**config.mk**
```make
export PLATFORM = sky130hd
export DESIGN_NAME = vec_ds_txreq_arb
export DESIGN_NICKNAME = d
export VERILOG_FILES = /design/src/rtl/vec_ds_txreq_arb.sv
export SDC_FILE = /design/constraint.sdc
export NUM_CORES = 1
export LEC_CHECK = 0
export CAP_MARGIN = 15
export CORE_AREA = 2 2 267 269
export CTS_CLUSTER_SIZE = 12
export DETAILED_ROUTE_END_ITERATION = 10
export DIE_AREA = 0 0 269 271
export GPL_TIMING_DRIVEN = 0
export SYNTH_ARGS = -nofsm -noshare
export SYNTH_HDL_FRONTEND = slang
export SYNTH_SLANG_ARGS = --single-unit
export TNS_END_PERCENT = 10
```
**constraint.sdc**
```tcl
create_clock -name clk -period 4.44 [get_ports clk]
set_clock_uncertainty 0.05 [all_clocks]
set_input_delay 0.444 -clock clk [delete_from_list [all_inputs] [get_ports clk]]
set_output_delay 0.444 -clock clk [all_outputs]
set_load 0.01 [all_outputs]
```
**src/rtl/vec_ds_txreq_arb.sv**
```systemverilog
// Round-robin scheduler of per-slice downstream read requests with per-slice outstanding caps.
// Optional age priority over round-robin: define VEC_DS_TXREQ_AGE_EN.
module vec_ds_txreq_arb #(
    parameter int SLICE_NUM = 4,
    parameter int PLD_W     = 128,
    parameter int MAX_OS    = 16,
    parameter int OS_W      = 5
) (
    input  logic                       clk,
    input  logic                       rst_n,
    input  logic [SLICE_NUM-1:0]       v_down_txreq_vld,
    input  logic [SLICE_NUM*PLD_W-1:0] v_down_txreq_pld,
    output logic [SLICE_NUM-1:0]       v_down_txreq_rdy,
    output logic                       down_txreq_vld,
    output logic [PLD_W+1:0]           down_txreq_pld,
    input  logic                       ds_input_txreq_rdy,
    input  logic                       rx_done_vld,
    input  logic [1:0]                 rx_done_slice,
    output logic [SLICE_NUM*OS_W-1:0]  os_cnt,
    output logic                       os_err
);

    logic [SLICE_NUM-1:0][OS_W-1:0] cnt_q;
    logic [SLICE_NUM-1:0]           elig;
    logic [SLICE_NUM-1:0]           rr_gnt;
    logic [SLICE_NUM-1:0]           gnt;
    logic [SLICE_NUM-1:0]           hs;
    logic [1:0]                     ptr_q;
    logic [1:0]                     rr_idx;
    logic                           rr_found;
    logic [1:0]                     gid;
    logic [PLD_W-1:0]               sel_pld;
    logic                           vld_q;
    logic [PLD_W+1:0]               pld_q;
    logic                           err_q;
    logic                           load;

    // Nothing is eligible while reset is held, so no handshake can leak through.
    always_comb begin
        elig = '0;
        for (int i = 0; i < SLICE_NUM; i++) begin
            elig[i] = v_down_txreq_vld[i] & (cnt_q[i] < OS_W'(MAX_OS)) & ~rst_n;
        end
    end

    always_comb begin
        rr_gnt   = '0;
        rr_found = 1'b0;
        rr_idx   = '0;
        for (int k = 0; k < SLICE_NUM; k++) begin
            rr_idx = ptr_q + 2'(k);
            if (!rr_found && elig[rr_idx]) begin
                rr_gnt[rr_idx] = 1'b1;
                rr_found       = 1'b1;
            end
        end
    end

`ifdef VEC_DS_TXREQ_AGE_EN
    localparam int AGE_TH = 8;

    logic [SLICE_NUM-1:0][3:0] wait_q;
    logic [SLICE_NUM-1:0]      aged;

    always_comb begin
        aged = '0;
        for (int i = 0; i < SLICE_NUM; i++) begin
            aged[i] = elig[i] & (wait_q[i] >= 4'(AGE_TH));
        end
    end

    // Aged slices win outright; lowest index among them.
    assign gnt = (|aged) ? (aged & (~aged + SLICE_NUM'(1))) : rr_gnt;

    always_ff @(posedge clk) begin
        if (rst_n) begin
            wait_q <= '0;
        end else begin
            for (int i = 0; i < SLICE_NUM; i++) begin
                if (hs[i]) begin
                    wait_q[i] <= '0;
                end else if (elig[i] && wait_q[i] != 4'hF) begin
                    wait_q[i] <= wait_q[i] + 4'd1;
                end
            end
        end
    end
`else
    assign gnt = rr_gnt;
`endif

    assign load             = ~vld_q | ds_input_txreq_rdy;
    assign hs               = gnt & {SLICE_NUM{load}};
    assign v_down_txreq_rdy = hs;

    always_comb begin
        gid = '0;
        for (int i = 0; i < SLICE_NUM; i++) begin
            if (gnt[i]) begin
                gid = 2'(i);
            end
        end
    end

    assign sel_pld = v_down_txreq_pld[gid*PLD_W +: PLD_W];

    always_ff @(posedge clk) begin
        if (rst_n) begin
            vld_q <= 1'b0;
            pld_q <= '0;
        end else if (|hs) begin
            vld_q <= 1'b1;
            pld_q <= {gid, sel_pld};
        end else if (ds_input_txreq_rdy) begin
            vld_q <= 1'b0;
        end
    end

    always_ff @(posedge clk) begin
        if (rst_n) begin
            ptr_q <= '0;
        end else if (|hs) begin
            ptr_q <= gid + 2'd1;
        end
    end

    always_ff @(posedge clk) begin
        if (rst_n) begin
            cnt_q <= '0;
        end else begin
            for (int i = 0; i < SLICE_NUM; i++) begin
                logic dec;
                dec = rx_done_vld & (rx_done_slice == 2'(i)) & (cnt_q[i] != '0);
                if (hs[i] && !dec) begin
                    cnt_q[i] <= cnt_q[i] + OS_W'(1);
                end else if (dec && !hs[i]) begin
                    cnt_q[i] <= cnt_q[i] - OS_W'(1);
                end
            end
        end
    end

    always_ff @(posedge clk) begin
        if (rst_n) begin
            err_q <= 1'b0;
        end else if (rx_done_vld && cnt_q[rx_done_slice] == '0) begin
            err_q <= 1'b1;
        end
    end

    assign down_txreq_vld = vld_q;
    assign down_txreq_pld = pld_q;
    assign os_cnt         = cnt_q;
    assign os_err         = err_q;

endmodule

```
==> results.txt <==
Synth area leaders -> dfxtp_1 (28%), o311a_1 (12%), nor2_1 (10%)
Number of synthesized register bits -> 154
Post-synth EDFFs -> 0
FF-to-FF Start -> ptr_q[0]$_SDFFE_PP0P_
RSZ-0062 raised after global routing -> false
Syn_area_per_cell -> 7.76 um^2
Internal Dissipation -> 7.62 mW
Initial DRC Count -> 745
Final Setup Violations -> 0
Clock-pin slew on the worst setup and hold paths -> 70 ps
Cells after synthesis -> 1403
Highest-count cells in the layout ignoring fill and taps -> clkdlybuf4s50_1 (677), nor2_1 (294), dfxtp_1 (153)
Overall Power -> 15.8 mW
Post-synthesis cell type count -> 57
Min Tclk post-route -> 4200 ps
Post-Syn Area -> 10900 um^2
H-tree depth -> 4
Post-route cell area -> 19400 um^2
CTS tree -> built
WL/cell -> 22.5 um
Delay-heaviest family, CP -> compound AO/OA/AOI/OAI gates
Die height -> 271 um
Placed Area -> 18800 um^2
TritonCTS Buffers -> 17
Syn nets -> 1953
Seq pwr share -> 0.148
First drt pass iteration count -> 5
Post-DP HPWL -> 53900 um
Max clock buf depth -> 2
CP Cell Sequence -> clkbuf_4 > inv_1 > ha_1 > o21bai_1 > a211oi_2 > buf_4 > a22o_1 > a221oi_2 > nor2_1 > ha_1 > inv_1 > ha_1 > a21o_1 > a21oi_1 > xnor2_1 > or3_1 > a21oi_1
Worst skew pair latency -> 480 ps
CP max stage delay -> 420 ps
Combinational Power Share -> 0.760
Total track usage -> 0.179
Crit path max-delay cell type -> dfxtp_2
Worst Hold Launch -> down_txreq_pld[106]$_SDFFE_PP0P_
Commonest non-fill, non-tap cell in the layout -> clkdlybuf4s50_1
Root buf cell -> clkbuf_16
CP dominant cell by count -> ha_1
Hold Vio Cnt, Final -> 0
Die area -> 72900 um^2
Area leader, netlist -> dfxtp_1
Largest net degree at the start of global routing -> 17
Crit end category -> flip-flop
DRC -> 0
Number of global-route vias before repair -> 13324
WL final -> 68700 um
Clock power frac -> 0.092
Final ANT Viol Nets -> 0
First-pass GRT wire length -> 92700 um
Top cell type's share of synthesized area -> 0.283
Clock Sinks -> 154
Via count -> 13938
GPL Wtd Cong -> 0.907
Ys flop type -> dfxtp_1
CP Buf/Inv Count -> 4
Leakage power -> 7.52 nW
Ys async rst share -> 0
HP Class -> flip-flop to flip-flop
Die width -> 269 um
Grt ovf -> 0
Layout cells sized above 1 -> 0.100
Num ports -> 678
Final worst-path cycle share -> 0.946
Antenna violations before repair -> 13
Fmax -> 238 MHz
Register area share after synthesis -> 0.283
Switching portion of total power -> 0.519
Status -> finished clean
Nets -> 2653
Min-Delay Endpoint -> down_txreq_pld[106]$_SDFFE_PP0P_
CP Launch Type -> flip-flop
Worst EP required -> 4800 ps
Max VDD drop -> 383 uV
Core area -> 69800 um^2
Max cap viols -> 0
Critical path class -> flip-flop to flip-flop
Starting density of the core -> 0.156
Worst-Margin Slew -> 1100 ps
R2r setup slk -> 240 ps
Core Rows -> 97
Port Buffers -> 677
Slew headroom -> 0.270
R2R depth -> 17
Arrival @ worst endpoint -> 4560 ps
Slew Viols, Final -> 0
Area growth, synth to finish -> 78.7%
Vias per inst -> 4.56
Hold Path Cell Cnt -> 2
Final Util -> 0.279
Worst-path maximum fanout -> 10
Pwr Density -> 814 nW/um^2
FF-to-FF End -> os_cnt[19]$_SDFFE_PP0P_
Yosys warnings -> 0
Switching Power -> 8.22 mW
==> per-layer routing <==
layer  part of all wire  vias to the layer above  wire (um)  track usage
met3              0.090                      110       6180       0.0543
met4              0.034                       18       2340       0.0719
met5             0.0018                        -        124            0
li1                   -                     6564          -            -
met2               0.47                      654      32600        0.299
met1               0.40                     6592      27500        0.212
==> sequential cells by signal, summed over array words and instances, names as in the netlist <==
signal	cells
down_txreq_pld	130
os_cnt	20
ptr_q	2
down_txreq_vld	1
os_err	1
==> layout make-up <==
| type | instances | area [um^2] |
|---|---|---|
| fill | 7645 | 50300 |
| tap | 940 | 1180 |
| clock buffer | 17 | 425 |
| inverter | 6 | 22.5 |
| buffer | 151 | 713 |
| multi-input combinational | 1092 | 7100 |
| antenna | 4 | 10.0 |
| timing repair buffer | 681 | 6810 |
| clock inverter | 9 | 106 |
| sequential | 154 | 3080 |
==> logic make-up after synthesis <==
kind of cell | count (synthesis) | share of synthesized area
simple gates | 721 | 0.345
compound gates | 323 | 0.254
buf+inv | 157 | 0.0668
flops | 154 | 0.283
fa+ha+maj | 28 | 0.0350
xor+xnor | 16 | 0.0129
mux | 4 | 0.00368
==> through the flow <==
step / hold WS [ps] / setup TNS [ps] / instances / worst slack, ps
finish: 438 / 0 / 3054 / 240
global route: 452 / 0 / 3050 / 19.0
CTS: 440 / -95.1 / 3046 / -95.1
detailed placement: 427 / -2660 / 3020 / -434
global placement: 426 / -2520 / 3020 / -418
floorplan: 452 / 0 / 1403 / 431
==> how the worst max path moves through the flow <==
stage | startpoint | endpoint | slack, ps | cells after the start
after global placement | rst_n | os_cnt[14]$_SDFFE_PP0P_ | -420 | 17
after global routing | ptr_q[0]$_SDFFE_PP0P_ | os_cnt[14]$_SDFFE_PP0P_ | 20 | 18
after detailed placement | rst_n | os_cnt[14]$_SDFFE_PP0P_ | -430 | 17
after CTS | ptr_q[0]$_SDFFE_PP0P_ | os_cnt[14]$_SDFFE_PP0P_ | -100 | 17
after floorplan | ptr_q[0]$_SDFFE_PP0P_ | os_cnt[14]$_SDFFE_PP0P_ | 430 | 17
final | ptr_q[0]$_SDFFE_PP0P_ | os_cnt[19]$_SDFFE_PP0P_ | 240 | 17
==> cells in the mapped netlist (all sizes together), types with 10 or more instances <==
cell type and instances:
nor2 297, dfxtp 154, a211oi 135, nand2 134, nor3 130, and3 128
o311a 128, clkbuf 77, buf 74, a21oi 25, ha 24, a21o 10
==> power by group through the flow <==
stage	Sequential [mW]	Combinational, mW	Clock (mW)
2_1_floorplan	2.53	7.03	0
3_3_place_gp	2.36	11.9	0
3_5_place_dp	2.37	12.0	0
4_1_cts	2.35	12.0	1.52
5_1_grt	2.41	13.0	1.57
6_report	2.35	12.0	1.46
==> timing repair <==
| action | CTS | global route |
|---|---|---|
| resized for setup | 5 | 7 |
| setup endpoints to repair | 14 | 124 |
| hold buffers | 0 | 0 |
| gates cloned | 0 | 0 |
| setup buffers | 0 | 4 |
| pin swaps | 0 | 1 |
==> worst reg2reg max path, cell delays in order, from the launching register on <==
cell and delay (ps):
dfxtp_2 420, clkbuf_4 250, inv_1 130, ha_1 390
o21bai_1 210, a211oi_2 110, buf_4 170, a22o_1 200
a221oi_2 410, nor2_1 200, ha_1 270, inv_1 140
ha_1 290, a21o_1 190, a21oi_1 190, xnor2_1 90
or3_1 300, a21oi_1 140
(Power assumes the default switching activity.)
